<file path="src/rtl/alu_pkg.sv">
// Shared definitions for the ALU command sequencer: default widths and FSM encoding.
package alu_pkg;

  localparam int DATA_W = 6;
  localparam int OP_W   = 2;
  localparam int DEPTH  = 4;

  typedef enum logic [1:0] {
    ST_IDLE  = 2'd0,
    ST_DRIVE = 2'd1,
    ST_WAIT  = 2'd2
  } state_t;

endpackage

</file>
<file path="src/rtl/alu_cmd_sequencer_if.sv">
// Command and result handshake bundle between upstream/downstream agents and the sequencer.
interface alu_cmd_sequencer_if
  import alu_pkg::*;
#(
  parameter int DATA_W = alu_pkg::DATA_W,
  parameter int OP_W   = alu_pkg::OP_W
);

  logic              in_valid;
  logic              in_ready;
  logic [DATA_W-1:0] in_a;
  logic [DATA_W-1:0] in_b;
  logic [OP_W-1:0]   in_op;

  logic              res_valid;
  logic              res_ready;
  logic [DATA_W-1:0] res_data;
  logic [OP_W-1:0]   res_op;

  modport master (
    output in_valid, in_a, in_b, in_op, res_ready,
    input  in_ready, res_valid, res_data, res_op
  );

  modport slave (
    input  in_valid, in_a, in_b, in_op, res_ready,
    output in_ready, res_valid, res_data, res_op
  );

endinterface

</file>
<file path="src/rtl/alu_cmd_fifo.sv">
// Synchronous command FIFO; in_ready-style 'ready' is registered from the next-cycle count.
module alu_cmd_fifo
  import alu_pkg::*;
#(
  parameter int WIDTH = 14,
  parameter int DEPTH = alu_pkg::DEPTH
) (
  input  logic                   clk,
  input  logic                   rst,
  input  logic                   push,
  input  logic                   pop,
  input  logic [WIDTH-1:0]       wdata,
  output logic [WIDTH-1:0]       rdata,
  output logic [$clog2(DEPTH):0] count,
  output logic                   full,
  output logic                   empty,
  output logic                   ready
);

  localparam int AW    = $clog2(DEPTH);
  localparam int CNT_W = AW + 1;

  logic [WIDTH-1:0] mem_r [DEPTH];
  logic [AW-1:0]    wr_ptr_r;
  logic [AW-1:0]    rd_ptr_r;
  logic [CNT_W-1:0] count_r;
  logic [CNT_W-1:0] count_nxt_s;
  logic             ready_r;
  logic             push_ok_s;
  logic             pop_ok_s;

  // No push while full, even if a pop happens in the same cycle.
  assign push_ok_s = push && ready_r;
  assign pop_ok_s  = pop && (count_r != {CNT_W{1'b0}});

  // Occupancy after this edge's push/pop.
  always_comb begin
    count_nxt_s = count_r;
    case ({push_ok_s, pop_ok_s})
      2'b10:   count_nxt_s = count_r + CNT_W'(1);
      2'b01:   count_nxt_s = count_r - CNT_W'(1);
      default: count_nxt_s = count_r;
    endcase
  end

  // Storage, pointers (wrap modulo DEPTH) and occupancy.
  always_ff @(posedge clk or posedge rst) begin
    if (rst) begin
      for (int i = 0; i < DEPTH; i++) begin
        mem_r[i] <= {WIDTH{1'b0}};
      end
      wr_ptr_r <= {AW{1'b0}};
      rd_ptr_r <= {AW{1'b0}};
      count_r  <= {CNT_W{1'b0}};
      ready_r  <= 1'b0;
    end else begin
      if (push_ok_s) begin
        mem_r[wr_ptr_r] <= wdata;
        wr_ptr_r        <= wr_ptr_r + AW'(1);
      end
      if (pop_ok_s) begin
        rd_ptr_r <= rd_ptr_r + AW'(1);
      end
      count_r <= count_nxt_s;
      ready_r <= (count_nxt_s < CNT_W'(DEPTH));
    end
  end

  assign rdata = mem_r[rd_ptr_r];
  assign count = count_r;
  assign full  = (count_r == CNT_W'(DEPTH));
  assign empty = (count_r == {CNT_W{1'b0}});
  assign ready = ready_r;

endmodule

</file>
<file path="src/rtl/alu_cmd_sequencer.sv">
// Queues ALU commands, drives them one at a time onto registered ALU inputs and
// returns each captured result with its op code over a valid/ready handshake.
module alu_cmd_sequencer
  import alu_pkg::*;
#(
  parameter int DATA_W = alu_pkg::DATA_W,
  parameter int OP_W   = alu_pkg::OP_W,
  parameter int DEPTH  = alu_pkg::DEPTH
) (
  input  logic                   clk,
  input  logic                   rst,
  alu_cmd_sequencer_if.slave     bus,
  output logic [DATA_W-1:0]      alu_a,
  output logic [DATA_W-1:0]      alu_b,
  output logic [OP_W-1:0]        alu_op,
  input  logic [DATA_W-1:0]      alu_out,
  output logic [$clog2(DEPTH):0] fifo_count
);

  localparam int CMD_W = 2 * DATA_W + OP_W;

  state_t            state_r;
  state_t            state_nxt_s;
  logic [CMD_W-1:0]  head_s;
  logic              push_s;
  logic              pop_s;
  logic              full_s;
  logic              empty_s;
  logic              ready_s;
  logic              res_take_s;
  logic [DATA_W-1:0] alu_a_r;
  logic [DATA_W-1:0] alu_b_r;
  logic [OP_W-1:0]   alu_op_r;
  logic              res_valid_r;
  logic [DATA_W-1:0] res_data_r;
  logic [OP_W-1:0]   res_op_r;

  assign push_s     = bus.in_valid && ready_s && !full_s;
  assign res_take_s = res_valid_r && bus.res_ready;

  alu_cmd_fifo #(
    .WIDTH (CMD_W),
    .DEPTH (DEPTH)
  ) u_fifo (
    .clk   (clk),
    .rst   (rst),
    .push  (push_s),
    .pop   (pop_s),
    .wdata ({bus.in_a, bus.in_b, bus.in_op}),
    .rdata (head_s),
    .count (fifo_count),
    .full  (full_s),
    .empty (empty_s),
    .ready (ready_s)
  );

  // Next state and pop request.
  always_comb begin
    state_nxt_s = state_r;
    pop_s       = 1'b0;
    case (state_r)
      ST_IDLE: begin
        if (!empty_s) begin
          pop_s       = 1'b1;
          state_nxt_s = ST_DRIVE;
        end else begin
          state_nxt_s = ST_IDLE;
        end
      end
      ST_DRIVE: begin
        state_nxt_s = ST_WAIT;
      end
      ST_WAIT: begin
        if (res_take_s) begin
          if (!empty_s) begin
            pop_s       = 1'b1;
            state_nxt_s = ST_DRIVE;
          end else begin
            state_nxt_s = ST_IDLE;
          end
        end else begin
          state_nxt_s = ST_WAIT;
        end
      end
      default: begin
        state_nxt_s = ST_IDLE;
      end
    endcase
  end

  // State, ALU operand and result registers; ALU operands hold their last value when idle.
  always_ff @(posedge clk or posedge rst) begin
    if (rst) begin
      state_r     <= ST_IDLE;
      alu_a_r     <= {DATA_W{1'b0}};
      alu_b_r     <= {DATA_W{1'b0}};
      alu_op_r    <= {OP_W{1'b0}};
      res_valid_r <= 1'b0;
      res_data_r  <= {DATA_W{1'b0}};
      res_op_r    <= {OP_W{1'b0}};
    end else begin
      state_r <= state_nxt_s;
      if (pop_s) begin
        {alu_a_r, alu_b_r, alu_op_r} <= head_s;
      end
      if (state_r == ST_DRIVE) begin
        res_data_r  <= alu_out;
        res_op_r    <= alu_op_r;
        res_valid_r <= 1'b1;
      end else if (state_r == ST_WAIT && res_take_s) begin
        res_valid_r <= 1'b0;
      end
    end
  end

  assign alu_a         = alu_a_r;
  assign alu_b         = alu_b_r;
  assign alu_op        = alu_op_r;
  assign bus.in_ready  = ready_s;
  assign bus.res_valid = res_valid_r;
  assign bus.res_data  = res_data_r;
  assign bus.res_op    = res_op_r;

endmodule

</file>
<file path="src/flat_wrapper.sv">
// flat-port wrapper written by rule: the top's interface ports become plain ports
module alu_cmd_sequencer_flat import alu_pkg::*;
#(
  parameter int DATA_W = alu_pkg::DATA_W,
  parameter int OP_W   = alu_pkg::OP_W,
  parameter int DEPTH  = alu_pkg::DEPTH
)
  (clk, rst, alu_a, alu_b, alu_op, alu_out, fifo_count, bus_in_valid, bus_in_a, bus_in_b, bus_in_op, bus_res_ready, bus_in_ready, bus_res_valid, bus_res_data, bus_res_op);
  alu_cmd_sequencer_if #(.DATA_W(DATA_W), .OP_W(OP_W)) bus_i ();
  input  logic clk;
  input  logic rst;
  output logic [DATA_W-1:0] alu_a;
  output logic [DATA_W-1:0] alu_b;
  output logic [OP_W-1:0] alu_op;
  input  logic [DATA_W-1:0] alu_out;
  output logic [$clog2(DEPTH):0] fifo_count;
  input wire logic [$bits(bus_i.in_valid)-1:0] bus_in_valid;
  input wire logic [$bits(bus_i.in_a)-1:0] bus_in_a;
  input wire logic [$bits(bus_i.in_b)-1:0] bus_in_b;
  input wire logic [$bits(bus_i.in_op)-1:0] bus_in_op;
  input wire logic [$bits(bus_i.res_ready)-1:0] bus_res_ready;
  output wire logic [$bits(bus_i.in_ready)-1:0] bus_in_ready;
  output wire logic [$bits(bus_i.res_valid)-1:0] bus_res_valid;
  output wire logic [$bits(bus_i.res_data)-1:0] bus_res_data;
  output wire logic [$bits(bus_i.res_op)-1:0] bus_res_op;
  assign bus_i.in_valid = bus_in_valid;
  assign bus_i.in_a = bus_in_a;
  assign bus_i.in_b = bus_in_b;
  assign bus_i.in_op = bus_in_op;
  assign bus_i.res_ready = bus_res_ready;
  assign bus_in_ready = bus_i.in_ready;
  assign bus_res_valid = bus_i.res_valid;
  assign bus_res_data = bus_i.res_data;
  assign bus_res_op = bus_i.res_op;
  alu_cmd_sequencer #(.DATA_W(DATA_W), .OP_W(OP_W), .DEPTH(DEPTH)) u_core (.clk(clk), .rst(rst), .bus(bus_i), .alu_a(alu_a), .alu_b(alu_b), .alu_op(alu_op), .alu_out(alu_out), .fifo_count(fifo_count));
endmodule
</file>
<file path="config.mk">
export PLATFORM = sky130hd
export DESIGN_NAME = alu_cmd_sequencer_flat
export DESIGN_NICKNAME = d
export VERILOG_FILES = /design/src/rtl/alu_pkg.sv /design/src/rtl/alu_cmd_sequencer_if.sv /design/src/rtl/alu_cmd_fifo.sv /design/src/rtl/alu_cmd_sequencer.sv /design/src/flat_wrapper.sv
export SDC_FILE = /design/constraint.sdc
export NUM_CORES = 1
export LEC_CHECK = 0
export ABC_AREA = 1
export CAP_MARGIN = 0
export CORE_ASPECT_RATIO = 1.25
export CORE_UTILIZATION = 50
export DETAILED_ROUTE_END_ITERATION = 10
export PLACE_DENSITY = 0.75
export SKIP_CTS_REPAIR_TIMING = 1
export SYNTH_ARGS = -nofsm -noshare
export SYNTH_HDL_FRONTEND = slang
export SYNTH_SLANG_ARGS = --single-unit
</file>
<file path="constraint.sdc">
create_clock -name clk -period 3.7 [get_ports clk]
set_input_delay 0.925 -clock clk [delete_from_list [all_inputs] [get_ports clk]]
set_output_delay 0.925 -clock clk [all_outputs]
set_load 0.05 [all_outputs]
</file>
# Word level (Yosys, flattened, before mapping)
# Index checks and enable logic that the tools add are counted.
# op_classes
eq_ne,5
order_cmp,4
n_bitwise,2
addsub,4
mux,15
n_reduce_logical,12
# ops
cell,n
$bwmux W56,1
$mux W14,3
$bmux W14 S2,1
$demux W14 S2,1
$logic_and A1 B1 Y1,7
$ge A3 B3 Y1 const B,2
$not A2 Y3,2
$pmux W2 S3,1
$pmux W3 S2,1
$mux W1,5
$add A2 B1 Y2 const B,2
$eq A2 B1 Y1 const B,2
$eq A2 B2 Y1 const B,2
$add A3 B1 Y3 const B,1
$eq A3 B3 Y1 const B,1
$logic_not A3 Y1,1
$lt A3 B1 Y1 const B,1
$lt A3 B3 Y1 const B,1
$reduce_bool A3 Y1,1
$sub A3 B1 Y3 const B,1
$logic_not A2 Y1,1
$mux W2,1
$pmux W1 S2,1
$reduce_bool A2 Y1,1
$logic_not A1 Y1,1
# totals
elab_cells,57
output_inout_bits,27
ff_bits,89
inputBits,24

# Depth between registers and ports, before layout
# logic_depth
word_depth,8
ltp_mapped,12
ltp_nobuf,11

# Modules after synthesis
# A second synthesis with hierarchy kept.
# hier_totals
hier_cells,466
hier_area_um2,4224.1
# modules_own_cells
module,area_each_um2,cells_each,instances,seq_area_each_um2
alu_cmd_fifo,3199.3,354,1,1601.5
alu_cmd_sequencer,1024.7,112,1,625.6

# Least setup slack after synthesis
# No wires, ideal clock.
# synth_timing
path_kind,in2reg
startpoint,in bus_res_ready
endpoint,"reg u_core.u_fifo.ready_r, in the netlist u_core.u_fifo.ready"
t_arrival_ns,2.482
n_path_buf,1
cell_stages,12
slack_ns,1.103
required_time_ns,3.586
setup_time_ns,0.114
cell_sequence,nand2_1 -> nand2_1 -> nand2_1 -> nor2_4 -> buf_4 -> ha_1 -> fa_1 -> or2_2 -> nand3_1 -> nand2_1 -> nand2_1 -> inv_1
# synth_between
elab_chain_len,7
elab_cells_between_ends,8
classes_between,order compare: 1; eq/ne: 2; mux: 3; reduce/logical: 2
# synth_rtl
element,line,rtl
from (decl),flat_wrapper.sv:21,input wire logic [$bits(bus_i.res_ready)-1:0] bus_res_ready;
$logic_and A1 B1 Y1 *,alu_cmd_sequencer.sv:39,assign res_take_s = res_valid_r && bus.res_ready;
$mux W1 *,alu_cmd_sequencer.sv:74,if (res_take_s) begin
$pmux W1 S2 *,alu_cmd_sequencer.sv:61,case (state_r)
$logic_and A1 B1 Y1 *,alu_cmd_fifo.sv:34,assign pop_ok_s = pop && (count_r != {CNT_W{1'b0}});
named net u_core.u_fifo.pop_ok_s,alu_cmd_fifo.sv:30,logic pop_ok_s;
$eq A2 B1 Y1 or $eq A2 B2 Y1 (tied branches),alu_cmd_fifo.sv:39,"case ({push_ok_s, pop_ok_s})"
$pmux W3 S2 *,alu_cmd_fifo.sv:39,
$lt A3 B3 Y1 *,alu_cmd_fifo.sv:65,ready_r <= (count_nxt_s < CNT_W'(DEPTH));
to (signal assigned),alu_cmd_fifo.sv:65,
to (decl),alu_cmd_fifo.sv:28,logic ready_r;
# Mark *: on every way through the listed nets, which the timed path passes. The rest lies on a longest branch.
# A chain may end at the register's enable or synchronous reset.

# Worst setup path in the final report
# layout_timing
startpoint,in bus_res_ready
endpoint,"reg u_core.u_fifo.ready_r, in the netlist u_core.u_fifo.ready"
# layout_between
elab_chain_len,7
elab_cells_between_ends,8
classes_between,order compare: 1; eq/ne: 2; mux: 3; reduce/logical: 2
# layout_rtl
element,line
$logic_and A1 B1 Y1 *,alu_cmd_sequencer.sv:39
$mux W1 *,alu_cmd_sequencer.sv:74
$pmux W1 S2 *,alu_cmd_sequencer.sv:61
$logic_and A1 B1 Y1 *,alu_cmd_fifo.sv:34
$eq A2 B1 Y1 or $eq A2 B2 Y1 (tied branches),alu_cmd_fifo.sv:39
$pmux W3 S2 *,alu_cmd_fifo.sv:39
$lt A3 B3 Y1 *,alu_cmd_fifo.sv:65
# Mark *: on every way between the ends. The rest lies on a longest branch, timed or not.

==> flow_summary.ini <==
[run_status]
status = finished clean

[cts]
root_buffer = clkbuf_8
clkSinkCount = 89
cts-buffers-inserted = 9
clockBufferDepth = 2
clk_pin_slew_worst_paths_ns = 0.09
clock_latency_ns = 0.37
cts_max_level = 3
cts_tree = yes

[synthesis]
synth_warnings = 0
seq_area_frac_synth = 0.501
post_synth_num_cell_types = 25
syn_inst = 570
postSynthAreaPerCell_um2 = 7.80
synth_area_um2 = 4450
ys_ff_latch = 89
syn_nets = 600

[setup_path]
crit_start = bus_res_ready
arrival_ns = 2.92
slowest_stage = clkdlybuf4s50_1
r2r-start = u_core.u_fifo.count[1]
setup.worst_path.end = u_core.u_fifo.ready
crit_top_cell = nand2_1
crit_family = simple AND/OR/NAND/NOR gates
critPathBufInv = 2
crit_path_max_fanout = 17
cp-start-kind = input pin
r2r-end = u_core.u_fifo.ready
cp_slowest_stage_delay_ns = 0.42
crit_path_end_kind = flip-flop
worstPathRequired_ns = 3.97
r2r_slack_ns = 1.48
path_class = input pin to flip-flop
crit_cells = 12
path_cells = clkdlybuf4s50_1 -> nand2_1 -> nand2_1 -> nand2_1 -> nor2_4 -> ha_1 -> fa_1 -> or2_2 -> nand3_1 -> nand2_1 -> nand2_1 -> inv_1
rr_worst_depth = 11

[flow_run]
max-cap-violations = 0

[die]
core_region_area_um2 = 8650
dieArea_um2 = 9280
fp.dieH_um = 107
die_w_um = 86.4
ios = 51
rows = 38
start_util = 0.514

[finish]
mostFrequentLayoutCell = nand2_1
antenna-diode-count = 0
nets = 633
syn_to_final_growth_pct = 15.7
drive_above_1_share = 0.0592
final_cell_mix = 252 x nand2_1, 89 x dfrtp_1, 71 x inv_1, 57 x nand4_1, 50 x clkdlybuf4s50_1
n_fill_cell = 793

[drt]
drt_iter0_markers = 320
routed_wl_mm = 10.0
wl_per_cell_um = 13.8
drtPass1Iterations = 4
route.antenna.remaining_nets = 0
via_count = 3711
via_per_inst = 5.10
drc_errors = 0

[timing]
slew_headroom = 0.492
fin_worst_skew_ns = 0.0120
finalSetupViolCount = 0
tns_ns = 0
worst_pin_slew_ns = 0.762
fmax_mhz = 377
rsz0062_at_grt = no
slew_viol_final = 0
period_needed_ns = 2.65
report.final.hold_viol_count = 0
finalCritPeriodShare = 0.716

[place]
port_buffers = 50
gp_congestion = 0.809
dp_hpwl_mm = 6.27

[power_and_ir_drop]
p_total_mw = 4.97
pwr_density_cell_nw_per_um2 = 966
leakage_nw = 2.76
max-vdd-ir-drop_mv = 0.333

[global_route]
overflow = 0
grt_start_max_net_pins = 68
grt_pass1_vias = 3682
grt_util_all_layers = 0.239
antenna_found_initial = 0
grt_pass1_wl_mm = 17.1

[hold_path]
min_path_type = flip-flop to flip-flop
hold_depth = 2
## tightest hold or removal path: cells and delay by family (launching register included)
family	cells	cell delay [ns]
DFF	1	0.35
and+or+nand+nor	2	0.09
## layout make-up
class / count / area, um^2 / share of cell area
flip-flops and latches: 89 / 2230 / 0.433
multi-input cells: 372 / 1730 / 0.336
repair buffers: 55 / 551 / 0.107
inverters: 76 / 287 / 0.0557
well taps: 120 / 150 / 0.0292
clock buffers: 9 / 124 / 0.0241
clock inverters: 7 / 77.6 / 0.0151
## flip-flops by register name (all words and copies together) (netlist names), named ones only
signal and count:
u_core.u_fifo.ready 1, u_core.bus.res_data 6, u_core.bus.res_op 2, u_core.alu_b 6, u_core.bus.res_valid 1, u_core.u_fifo.rd_ptr_r 2
u_core.state_r 2, u_core.alu_a 6, u_core.u_fifo.mem_r 56, u_core.u_fifo.count 2, u_core.alu_op 2, u_core.u_fifo.wr_ptr_r 2
## cells by family after synthesis
group / count (synthesis) / synth area share
fa+ha+maj: 6 / 0.0186
flops: 89 / 0.501
buf+inv: 109 / 0.111
xor+xnor: 3 / 0.00591
simple gates: 354 / 0.354
compound gates: 9 / 0.0101
## power breakdown
| group | switching [mW] | leakage [nW] | internal, mW | total (mW) |
|---|---|---|---|---|
| Sequential | 0.278 | 1.11 | 1.42 | 1.70 |
| Combinational | 1.77 | 1.55 | 0.815 | 2.58 |
| Clock | 0.367 | 0.101 | 0.319 | 0.686 |
| Total | 2.41 | 2.76 | 2.56 | 4.97 |
## how the worst min path moves through the flow
stage	start	to	slack, ns
2_1_floorplan	u_core.u_fifo.mem_r[0]	u_core.u_fifo.mem_r[0]	0.44
3_3_place_gp	u_core.u_fifo.mem_r[48]	u_core.u_fifo.mem_r[48]	0.45
3_5_place_dp	u_core.u_fifo.mem_r[27]	u_core.u_fifo.mem_r[27]	0.46
4_1_cts	u_core.u_fifo.mem_r[54]	u_core.u_fifo.mem_r[54]	0.48
5_1_grt	u_core.u_fifo.mem_r[2]	u_core.u_fifo.mem_r[2]	0.49
6_report	u_core.u_fifo.mem_r[54]	u_core.u_fifo.mem_r[54]	0.48
## per-stage QoR
step | instance area [um^2] | utilization | cells | hold WS [ns] | setup WS, ns
2_1_floorplan | 4450 | - | 570 | 0.442 | 0.468
3_3_place_gp | 4940 | 0.571 | 712 | 0.453 | 0.746
3_5_place_dp | 4940 | 0.571 | 712 | 0.458 | 0.653
4_1_cts | 5140 | 0.595 | 728 | 0.480 | 1.04
5_1_grt | 5140 | 0.595 | 728 | 0.493 | 0.895
6_report | 5140 | 0.595 | 728 | 0.476 | 1.05
## synth_stat cells
| cell | number | share of area |
|---|---|---|
| xnor2_1 | 1 | 0.0020 |
| or2_2 | 1 | 0.0014 |
| inv_1 | 72 | 0.061 |
| inv_2 | 4 | 0.0034 |
| dfrtp_1 | 89 | 0.50 |
| o21ai_0 | 7 | 0.0079 |
| fa_1 | 1 | 0.0045 |
| clkbuf_1 | 7 | 0.0059 |
| buf_6 | 5 | 0.013 |
| buf_1 | 1 | 0.00084 |
| nand2_1 | 252 | 0.21 |
| o21ai_1 | 2 | 0.0023 |
| nor2_1 | 1 | 0.00084 |
| nor2_2 | 1 | 0.0014 |
| ha_1 | 5 | 0.014 |
| nand3_1 | 33 | 0.037 |
| buf_4 | 8 | 0.014 |
| nand3_4 | 1 | 0.0039 |
| nand2_2 | 1 | 0.0014 |
| nand3_2 | 5 | 0.011 |
| buf_2 | 12 | 0.014 |
| xor2_1 | 2 | 0.0039 |
| nand4_1 | 57 | 0.080 |
| or2_1 | 1 | 0.0014 |
| nor2_4 | 1 | 0.0025 |
## per-layer routing
| metal | track usage | routed length (um) | share of wire |
|---|---|---|---|
| met3 | 0.0314 | 572 | 0.057 |
| met2 | 0.386 | 4970 | 0.50 |
| met1 | 0.303 | 4320 | 0.43 |
| met5 | 0 | 0 | 0 |
| met4 | 0.149 | 167 | 0.017 |
Power figures use the tool's default switching activity.
